**src/rtl/fp_pkg.sv**
```systemverilog
// Shared definitions for the floating point co-processor dispatch/reorder block.
package fp_pkg;

  // Default operand/result width of the co-processor datapath.
  localparam int FP_DATA_W = 32;

  // op_sel encodings of the functional units attached by default.
  localparam logic [2:0] OP_ADD = 3'd0;
  localparam logic [2:0] OP_MUL = 3'd1;
  localparam logic [2:0] OP_SIN = 3'd2;

  // Layout of one reorder-buffer entry at the default datapath width.
  typedef struct packed {
    logic                 alloc;
    logic                 done;
    logic                 illegal;
    logic                 overflow;
    logic [FP_DATA_W-1:0] result;
  } rob_entry_t;

endpackage

```
**src/rtl/fp_rob.sv**
```systemverilog
// Reorder buffer: allocates entries in issue order, accepts out-of-order
// completions from any number of units per cycle and retires from the head.
module fp_rob
  import fp_pkg::*;
#(
  parameter int DATA_W    = FP_DATA_W,
  parameter int NUM_UNITS = 3,
  parameter int ROB_DEPTH = 4,
  parameter int TAG_W     = $clog2(ROB_DEPTH)
) (
  input  logic                        clk,
  input  logic                        rst,
  input  logic                        i_alloc_en,
  input  logic                        i_alloc_illegal,
  output logic [TAG_W-1:0]            o_wr_ptr,
  output logic                        o_full,
  output logic [TAG_W:0]              o_count,
  input  logic [NUM_UNITS-1:0]        i_comp_valid,
  input  logic [NUM_UNITS*TAG_W-1:0]  i_comp_tag,
  input  logic [NUM_UNITS*DATA_W-1:0] i_comp_result,
  input  logic [NUM_UNITS-1:0]        i_comp_overflow,
  output logic                        o_comp_err,
  output logic                        o_head_valid,
  output logic [DATA_W-1:0]           o_head_result,
  output logic                        o_head_overflow,
  output logic                        o_head_illegal,
  input  logic                        i_head_ready
);

  logic [ROB_DEPTH-1:0] r_alloc;
  logic [ROB_DEPTH-1:0] r_done;
  logic [ROB_DEPTH-1:0] r_illegal;
  logic [ROB_DEPTH-1:0] r_overflow;
  logic [DATA_W-1:0]    r_result [ROB_DEPTH];
  logic [TAG_W-1:0]     r_wr_ptr;
  logic [TAG_W-1:0]     r_rd_ptr;
  logic [TAG_W:0]       r_count;

  logic [ROB_DEPTH-1:0] w_alloc_nx;
  logic [ROB_DEPTH-1:0] w_done_nx;
  logic [ROB_DEPTH-1:0] w_illegal_nx;
  logic [ROB_DEPTH-1:0] w_overflow_nx;
  logic [DATA_W-1:0]    w_result_nx [ROB_DEPTH];
  logic                 w_err;
  logic                 w_retire;

  assign o_wr_ptr     = r_wr_ptr;
  assign o_count      = r_count;
  assign o_full       = (r_count == (TAG_W+1)'(ROB_DEPTH));
  assign o_comp_err   = w_err;
  assign o_head_valid = r_alloc[r_rd_ptr] && r_done[r_rd_ptr];
  assign w_retire     = o_head_valid && i_head_ready;

  // Payload fields are not reset, so they are masked until the head entry is valid.
  assign o_head_result   = o_head_valid ? r_result[r_rd_ptr] : '0;
  assign o_head_overflow = o_head_valid && r_overflow[r_rd_ptr];
  assign o_head_illegal  = o_head_valid && r_illegal[r_rd_ptr];

  // Next entry state: unit completions, then head retire, then new allocation.
  always_comb begin
    // NOTE: every signal written here gets a default first so no latch is inferred.
    w_alloc_nx    = r_alloc;
    w_done_nx     = r_done;
    w_illegal_nx  = r_illegal;
    w_overflow_nx = r_overflow;
    w_result_nx   = r_result;
    w_err         = 1'b0;
    for (int i = 0; i < NUM_UNITS; i++) begin
      if (i_comp_valid[i]) begin
        // Checking the running done bit also rejects two units reporting the same tag.
        if (r_alloc[i_comp_tag[i*TAG_W +: TAG_W]] && !w_done_nx[i_comp_tag[i*TAG_W +: TAG_W]]) begin
          w_done_nx[i_comp_tag[i*TAG_W +: TAG_W]]     = 1'b1;
          w_overflow_nx[i_comp_tag[i*TAG_W +: TAG_W]] = i_comp_overflow[i];
          w_result_nx[i_comp_tag[i*TAG_W +: TAG_W]]   = i_comp_result[i*DATA_W +: DATA_W];
        end else begin
          w_err = 1'b1;
        end
      end
    end
    if (w_retire) begin
      w_alloc_nx[r_rd_ptr] = 1'b0;
      w_done_nx[r_rd_ptr]  = 1'b0;
    end
    // The caller only allocates when not full, so wr_ptr never aliases the retiring head.
    if (i_alloc_en) begin
      w_alloc_nx[r_wr_ptr]    = 1'b1;
      w_done_nx[r_wr_ptr]     = i_alloc_illegal;
      w_illegal_nx[r_wr_ptr]  = i_alloc_illegal;
      w_overflow_nx[r_wr_ptr] = 1'b0;
      if (i_alloc_illegal) begin
        w_result_nx[r_wr_ptr] = '0;
      end
    end
  end

  // Control state: allocation bits, pointers and occupancy count.
  always_ff @(posedge clk) begin
    // NOTE: sequential state uses non-blocking assignments so every flop samples pre-edge values.
    if (rst) begin
      r_alloc  <= '0;
      r_done   <= '0;
      r_wr_ptr <= '0;
      r_rd_ptr <= '0;
      r_count  <= '0;
    end else begin
      r_alloc <= w_alloc_nx;
      r_done  <= w_done_nx;
      if (i_alloc_en) begin
        r_wr_ptr <= r_wr_ptr + TAG_W'(1);
      end
      if (w_retire) begin
        r_rd_ptr <= r_rd_ptr + TAG_W'(1);
      end
      case ({i_alloc_en, w_retire})
        2'b10:   r_count <= r_count + (TAG_W+1)'(1);
        2'b01:   r_count <= r_count - (TAG_W+1)'(1);
        default: r_count <= r_count;
      endcase
    end
  end

  // Entry payload storage.
  always_ff @(posedge clk) begin
    // NOTE: payload storage has no reset; alloc/done gate every read of it.
    r_result   <= w_result_nx;
    r_illegal  <= w_illegal_nx;
    r_overflow <= w_overflow_nx;
  end

endmodule

```
**src/rtl/fp_dispatch_rob.sv**
```systemverilog
// Issue/retire controller: decodes op_sel, starts the selected unit, tags the
// op in the reorder buffer and returns results strictly in issue order.
module fp_dispatch_rob
  import fp_pkg::*;
#(
  parameter int DATA_W    = FP_DATA_W,
  parameter int OPSEL_W   = 3,
  parameter int NUM_UNITS = 3,
  parameter int ROB_DEPTH = 4,
  parameter int UNIT_W    = (NUM_UNITS > 1) ? $clog2(NUM_UNITS) : 1,
  parameter int TAG_W     = $clog2(ROB_DEPTH)
) (
  input  logic                        clk,
  input  logic                        rst,
  input  logic                        in_valid,
  output logic                        in_ready,
  input  logic [DATA_W-1:0]           in_op1,
  input  logic [DATA_W-1:0]           in_op2,
  input  logic [OPSEL_W-1:0]          in_op_sel,
  output logic [NUM_UNITS-1:0]        u_start,
  output logic [DATA_W-1:0]           u_op1,
  output logic [DATA_W-1:0]           u_op2,
  output logic [OPSEL_W-1:0]          u_mode,
  output logic [TAG_W-1:0]            u_tag,
  input  logic [NUM_UNITS-1:0]        u_busy,
  input  logic [NUM_UNITS-1:0]        u_done,
  input  logic [NUM_UNITS*TAG_W-1:0]  u_done_tag,
  input  logic [NUM_UNITS*DATA_W-1:0] u_result,
  input  logic [NUM_UNITS-1:0]        u_overflow,
  output logic                        out_valid,
  input  logic                        out_ready,
  output logic [DATA_W-1:0]           out_result,
  output logic                        out_overflow,
  output logic                        out_illegal,
  output logic [TAG_W:0]              occupancy,
  output logic                        proto_err
);

  logic [UNIT_W-1:0]  w_unit;
  logic [OPSEL_W-1:0] w_sel_hi;
  logic               w_illegal;
  logic               w_busy;
  logic               w_full;
  logic               w_accept;
  logic               w_start_en;
  logic               w_rob_err;
  logic [TAG_W-1:0]   w_wr_ptr;
  logic               r_proto_err;

  // Legal only when the unit index exists and no bits above it are set.
  assign w_unit    = in_op_sel[UNIT_W-1:0];
  assign w_sel_hi  = in_op_sel >> UNIT_W;
  assign w_illegal = ({1'b0, w_unit} >= (UNIT_W+1)'(NUM_UNITS)) || (w_sel_hi != '0);

  // Busy flag of the addressed unit; an index past NUM_UNITS reads as idle.
  always_comb begin
    w_busy = 1'b0;
    for (int i = 0; i < NUM_UNITS; i++) begin
      if (w_unit == UNIT_W'(i)) begin
        w_busy = u_busy[i];
      end
    end
  end

  // Illegal ops never reach a unit, so only a legal op waits on busy.
  assign in_ready   = !w_full && (w_illegal || !w_busy);
  assign w_accept   = in_valid && in_ready;
  assign w_start_en = w_accept && !w_illegal;

  // One-hot start pulse to the addressed unit.
  always_comb begin
    u_start = '0;
    for (int i = 0; i < NUM_UNITS; i++) begin
      u_start[i] = w_start_en && (w_unit == UNIT_W'(i));
    end
  end

  // Broadcast payload is zeroed when nothing starts so idle outputs read 0.
  assign u_op1  = w_start_en ? in_op1 : '0;
  assign u_op2  = w_start_en ? in_op2 : '0;
  assign u_mode = w_start_en ? in_op_sel : '0;
  assign u_tag  = w_start_en ? w_wr_ptr : '0;

  fp_rob #(
    .DATA_W    (DATA_W),
    .NUM_UNITS (NUM_UNITS),
    .ROB_DEPTH (ROB_DEPTH),
    .TAG_W     (TAG_W)
  ) u_rob (
    .clk             (clk),
    .rst             (rst),
    .i_alloc_en      (w_accept),
    .i_alloc_illegal (w_illegal),
    .o_wr_ptr        (w_wr_ptr),
    .o_full          (w_full),
    .o_count         (occupancy),
    .i_comp_valid    (u_done),
    .i_comp_tag      (u_done_tag),
    .i_comp_result   (u_result),
    .i_comp_overflow (u_overflow),
    .o_comp_err      (w_rob_err),
    .o_head_valid    (out_valid),
    .o_head_result   (out_result),
    .o_head_overflow (out_overflow),
    .o_head_illegal  (out_illegal),
    .i_head_ready    (out_ready)
  );

  // Sticky protocol error: any dropped completion since the last reset.
  always_ff @(posedge clk) begin
    if (rst) begin
      r_proto_err <= 1'b0;
    end else if (w_rob_err) begin
      r_proto_err <= 1'b1;
    end
  end

  assign proto_err = r_proto_err;

endmodule

```
**config.mk**
```make
export PLATFORM = sky130hd
export DESIGN_NAME = fp_dispatch_rob
export DESIGN_NICKNAME = d
export VERILOG_FILES = /design/src/rtl/fp_pkg.sv /design/src/rtl/fp_rob.sv /design/src/rtl/fp_dispatch_rob.sv
export SDC_FILE = /design/constraint.sdc
export NUM_CORES = 1
export LEC_CHECK = 0
export ABC_CLOCK_PERIOD_IN_PS = 2800
export BUFFER_PORTS_ARGS = -buffer_cell sky130_fd_sc_hd__buf_2
export CORE_ASPECT_RATIO = 2
export CORE_UTILIZATION = 40
export DETAILED_ROUTE_END_ITERATION = 10
export PLACE_DENSITY_LB_ADDON = 0.05
export RECOVER_POWER = 25
export SYNTH_ARGS = -nofsm -noshare
export SYNTH_HDL_FRONTEND = slang
export SYNTH_HIERARCHICAL = 1
export SYNTH_SLANG_ARGS = --single-unit
```
**constraint.sdc**
```tcl
create_clock -name clk -period 2.8 [get_ports clk]
set_clock_uncertainty 0.05 [all_clocks]
set_input_delay 0.42 -clock clk [delete_from_list [all_inputs] [get_ports clk]]
set_output_delay 0.42 -clock clk [all_outputs]
set_load 0.05 [all_outputs]
```
# Word-level counts from Yosys, hierarchy flattened
# Cells that the tools add are included.
# Widths: inputs -> output; s select.
[classes]
bitwise_logic = 16
mul = 0
mux = 89
div = 0
n_reduce_logical = 32
n_lt_le_gt_ge = 20
n_shift = 0
n_addsub = 4
eq_ne = 5
[ops]
columns = ["cell", "count"]
rows = [
  ["$mux 128", 8],
  ["$bwmux 128", 3],
  ["$mux 32", 9],
  ["$demux 32 s2", 4],
  ["$and 128x128->128", 1],
  ["$not 128->128", 1],
  ["$mux 4", 17],
  ["$bmux 32 s2", 1],
  ["$mux 1", 24],
  ["$logic_and 1x1->1", 22],
  ["$bmux 1 s2", 10],
  ["$bwmux 4", 5],
  ["$or 4x4->4", 4],
  ["$ge 3x3->1 const B", 5],
  ["$lt 2x3->1 const B", 5],
  ["$not 2->3", 5],
  ["$and 4x4->4", 3],
  ["$lt 3x1->1 const B", 4],
  ["$demux 1 s2", 5],
  ["$ge 2x1->1 const B", 5],
  ["$not 4->4", 2],
  ["$logic_not 1->1", 6],
  ["$pmux 3 s2", 1],
  ["$add 2x1->2 const B", 2],
  ["11 further kinds", 14],
]
[totals]
mem_bits_rw = 0
out_inout_bits = 112
n_memories = 0
romBits = 0
latch_bits = 0
ff_bits = 152
in_bits = 182
elab_cells = 178

# Longest topological paths before layout
[depth]
depth_word = 23
ltp_mapped = 13
ltp_nobuf = 11

# Hierarchy
# Netlist, hierarchy kept.
[modules_own_cells]
columns = ["mod", "area_each_um2", "n_inst", "cells_each"]
rows = [
  ["fp_rob", 9123.8, 1, 1121],
  ["fp_dispatch_rob", 980.9, 1, 94],
]

# Least setup slack after synthesis
# Ideal clock, no wire load.
[synth_path]
kind = "register to output"
startpoint = "register u_rob.r_count[0], in the netlist u_rob/o_count[0]"
endpoint = "output u_mode[0]"
path_stages_with_launch = 6
t_arrival_ns = 2.712
setup_slack_ns = -0.382
t_required_ns = 2.330
cell_sequence = "dfxtp_1 > inv_1 > and3_1 > nand2b_1 > or3_1 > nor3b_1"
[synth_between]
elab_chain_len = 6
[synth_rtl]
columns = ["element", "line", "text"]
rows = [
  ["start: declaration", "fp_rob.sv:37", "logic [TAG_W:0] r_count;"],
  ["start signal: assignment", "fp_rob.sv:115", "2'b10: r_count <= r_count + (TAG_W+1)'(1);"],
  ["start signal: assignment", "fp_rob.sv:116", "2'b01: r_count <= r_count - (TAG_W+1)'(1);"],
  ["start signal: assignment", "fp_rob.sv:117", "default: r_count <= r_count;"],
  ["$eq 3x3->1", "fp_rob.sv:49", "assign o_full = (r_count == (TAG_W+1)'(ROB_DEPTH));"],
  ["via w_full", "fp_dispatch_rob.sv:43", "logic w_full;"],
  ["$logic_not 1->1", "fp_dispatch_rob.sv:66", "assign in_ready = !w_full && (w_illegal || !w_busy);"],
  ["$logic_and 1x1->1", "fp_dispatch_rob.sv:66", ""],
  ["$logic_and 1x1->1", "fp_dispatch_rob.sv:67", "assign w_accept = in_valid && in_ready;"],
  ["$logic_and 1x1->1", "fp_dispatch_rob.sv:68", "assign w_start_en = w_accept && !w_illegal;"],
  ["$mux 3", "fp_dispatch_rob.sv:81", "assign u_mode = w_start_en ? in_op_sel : '0;"],
  ["end: declaration", "fp_dispatch_rob.sv:23", "output logic [OPSEL_W-1:0] u_mode,"],
]
# The timed path passes the listed nets, and every way through them passes these cells.

# Worst setup path after layout
[layout_path]
startpoint = "register u_rob.r_alloc[1]"
endpoint = "output out_result[21]"
[layout_between]
elab_chain_len = 4
[layout_rtl]
columns = ["element", "line", "text"]
rows = [
  ["start: declaration", "fp_rob.sv:30", "logic [ROB_DEPTH-1:0] r_alloc;"],
  ["start signal: assignment", "fp_rob.sv:106", "r_alloc <= w_alloc_nx;"],
  ["$bmux 1 s2", "fp_rob.sv:51", "assign o_head_valid = r_alloc[r_rd_ptr] && r_done[r_rd_ptr];"],
  ["$mux 1 (not written as such)", "fp_rob.sv:51", ""],
  ["$logic_and 1x1->1", "fp_rob.sv:51", ""],
  ["$mux 32", "fp_rob.sv:55", "assign o_head_result = o_head_valid ? r_result[r_rd_ptr] : '0;"],
  ["end: declaration", "fp_dispatch_rob.sv:32", "output logic [DATA_W-1:0] out_result,"],
]
# Every way passes these cells. The select of a mux whose other input is x is not followed.

==> impl_metrics.csv <==
group,metric,value,unit
run_status,status,"complete, no violations",
setup_path,crit_path_end_kind,"output pin",
synth,synthAdderAreaFrac,0.0131,
pwr,p_comb_frac,0.262,
final_layout,design_area,12800,µm²
clock_network,numClockSinks,152,
synth,synth_compound_area_frac,0.266,
setup_path,cp_max_fo,40,
synth,synthMuxAreaShare,0.0831,
clock_network,clk_path_buf_depth,2,
placement,dpl-instance-area,12000,µm²
pwr,sw_frac_of_total,0.308,
routing,drtIter0Drc,920,
timing,slew_headroom,0.200,
synth,synth_area_leaders,"dfxtp_1, mux4_2, a21oi_1, nand2_1, o22a_1",
global_route,grt_pass1_wl,63500,µm
die,io_pins,294,
synth,synth_common_cells,"nand2_1, a21oi_1, dfxtp_1",
timing,final.period_utilization,0.969,
synth,synth_most_common_cell,"nand2_1",
pwr,peakVddDrop,468,µV
timing,setup_tns,0,ps
placement,gp_congestion,0.827,
final_layout,final_cells,1815,
global_route,grt_max_degree,67,
die,start_util,0.405,
clock_network,cts_tree,"yes",
setup_path,r2r_setup_slack,150,ps
synth,ys_seq_area_frac,0.305,
synth,synthFlopType,"dfxtp_1",
clock_network,clk_pin_slew,70,ps
die,fp.dieH,227,µm
placement,placed_cells,1771,
pwr,p_per_area,571,nW/µm²
timing,hold_viol,0,
synth,ys_seq_elements,152,
routing,drc,0,
setup_path,arrival,2240,ps
final_layout,area_growth,26.4,%
die,core_area,24900,µm²
placement,port_buffers,292,
setup_path,path_delay_family,"buffers and inverters",
timing,finalSetupViolations,0,
pwr,p_int,5050,µW
pwr,p_leak,0.00512,µW
synth,yosys.area_share.simple,0.258,
synth,syn-num-nets,1407,
setup_path,worstPathCellList,"nand2_1 -> mux4_2 -> buf_6 -> nor2b_1 -> buf_4",
die,die_area,25900,µm²
synth,synth-xor-area-share,0.00347,
routing,avgViaCountPerCell,6.08,
clock_network,cts_htree_levels,4,
clock_network,cts_made_buffers,17,
routing,drt_pass1_iterations,6,
synth,synth_top_area_cell,"dfxtp_1",
clock_network,ctsHoldBuffers,0,
synth,synth_area,10100,µm²
global_route,track_usage,0.331,
hold_path,hold_class,"in2reg",
setup_path,slowest_delay,480,ps
pwr,p_sw,2250,µW
final_layout,postLayoutCoreUtil,0.512,
routing,vias,11000,
setup_path,path_buf_inv,2,
setup_path,critPathLaunchType,"flop",
synth,synth_cell_types,67,
synth,synth.avg_cell_area,8.32,µm²
synth,synthArstFlopShare,0,
routing,post_drt_wl_per_cell,23.6,µm
synth,netlist.area_leader.share,0.293,
setup_path,crit_required,2330,ps
timing,period_minus_slack,2710,ps
job,cap_violations,0,
global_route,antenna_found_initial,3,
timing,worst_pin_slew,1200,ps
timing,clock.fmax,368,MHz
die,fp.dieW,114,µm
synth,yosys_warnings,6,
global_route,grt_pass1_vias,11100,
pwr,p_seq_frac,0.430,
clock_network,clk_latency,440,ps
final_layout,nets,1656,
setup_path,crit_slowest_cell,"mux4_2",
synth,syn_inst,1215,
setup_path,path_class,"reg2out",
timing,rsz0062_at_grt,"no",
timing,drv_slew,0,
global_route,overflow,0,
die,rows,82,
routing,drt-total-wl,42900,µm
pwr,total_power,7300,µW
placement,hpwl,27500,µm
clock_network,root_buffer,"clkbuf_16",
pwr,clkPwrFrac,0.309,
final_layout,drive_gt1_frac,0.337,
routing,ant_nets,0,
synth,synth_top_family_by_area,"compound AO/OA/AOI/OAI gates",
synth,synth_edf_count,4,
==> cells in the final DEF, fill, tap and decap left out, drive strengths merged, types with 3 or more instances in the layout <==
master and count:
nor3 40, nor3b 4, o221ai 32, clkinv 4, edfxtp 4, dfxtp 148, nand4b 3, nor2b 98
a21oi 152, o21ai 41, mux2i 4, mux4 35, inv 17, nand3 72, and2b 5, a211oi 32
nand2 155, nand3b 4, clkbuf 39, o22a 64, ha 9, nand2b 4, buf 348, o2bb2ai 32
o22ai 34, nor2 48, nand4 4
==> power groups by stage <==
stage	Sequential (µW)	Clock, µW	Combinational [µW]
5_1_grt	3180	2350	2060
6_report	3140	2250	1910
2_1_floorplan	3070	0	1350
3_3_place_gp	3150	0	1840
3_5_place_dp	3170	0	1870
4_1_cts	3120	2280	1900
==> area by class of cell <==
cell class                 count  area (µm²)
antenna                        2        5.00
clock buffer                  26         520
clock inverter                 6        38.8
fill                        2478       12200
inverter                      17        63.8
multi-input combinational    915        6440
sequential                   152        3090
tap                          336         420
timing repair buffer         361        2200
==> metrics by stage <==
stage,hold slack [ps],setup WS [ps]
3_5_place_dp,409,99.0
4_1_cts,148,0.406
2_1_floorplan,439,-382
5_1_grt,163,16.9
3_3_place_gp,403,170
6_report,161,85.9
==> logic make-up after synthesis <==
kind of cell | Yosys count
compound gates | 403
xor+xnor | 4
fa+ha+maj | 10
buf+inv | 148
flops | 152
mux | 40
other cells | 1
simple gates | 457
==> layer usage <==
layer / vias up / part of all wire / global-route usage
met3: 150 / 0.068 / 0.0513
met2: 634 / 0.52 / 0.596
li1: 4980 / - / -
met4: 2 / 0.047 / 0.192
met1: 5274 / 0.36 / 0.361
met5: - / 0.00030 / 0
==> timing repair <==
item,4_1_cts,5_1_grt
resized for setup,58,6
buffers inserted,10,0
cloned,0,0
endpoints found under the setup margin,69,65
pin swaps,2,1
==> tightest hold or removal path: stages <==
cell     delay [ps]
buf_2           110
nand2_1          50
nand2_1          50
==> path summary, 6_finish.rpt <==
path	start	endpoint	cells after the start
max	u_rob/r_alloc[1]	out_result[21]	5
min	u_result[93]	u_rob/r_result[93]	3
max reg2reg	u_rob/r_alloc[0]	u_rob/r_result[124]	7
min reg2reg	proto_err	proto_err	2
==> registers in the layout (all words and copies together) (netlist names) <==
register / cells
u_rob/o_count: 3
u_rob/r_illegal: 4
u_rob/r_overflow: 4
u_rob/r_done: 4
u_rob/r_result: 128
u_rob/r_rd_ptr: 2
u_rob/o_wr_ptr: 2
proto_err: 1
u_rob/r_alloc: 4
(Power assumes the default switching activity.)
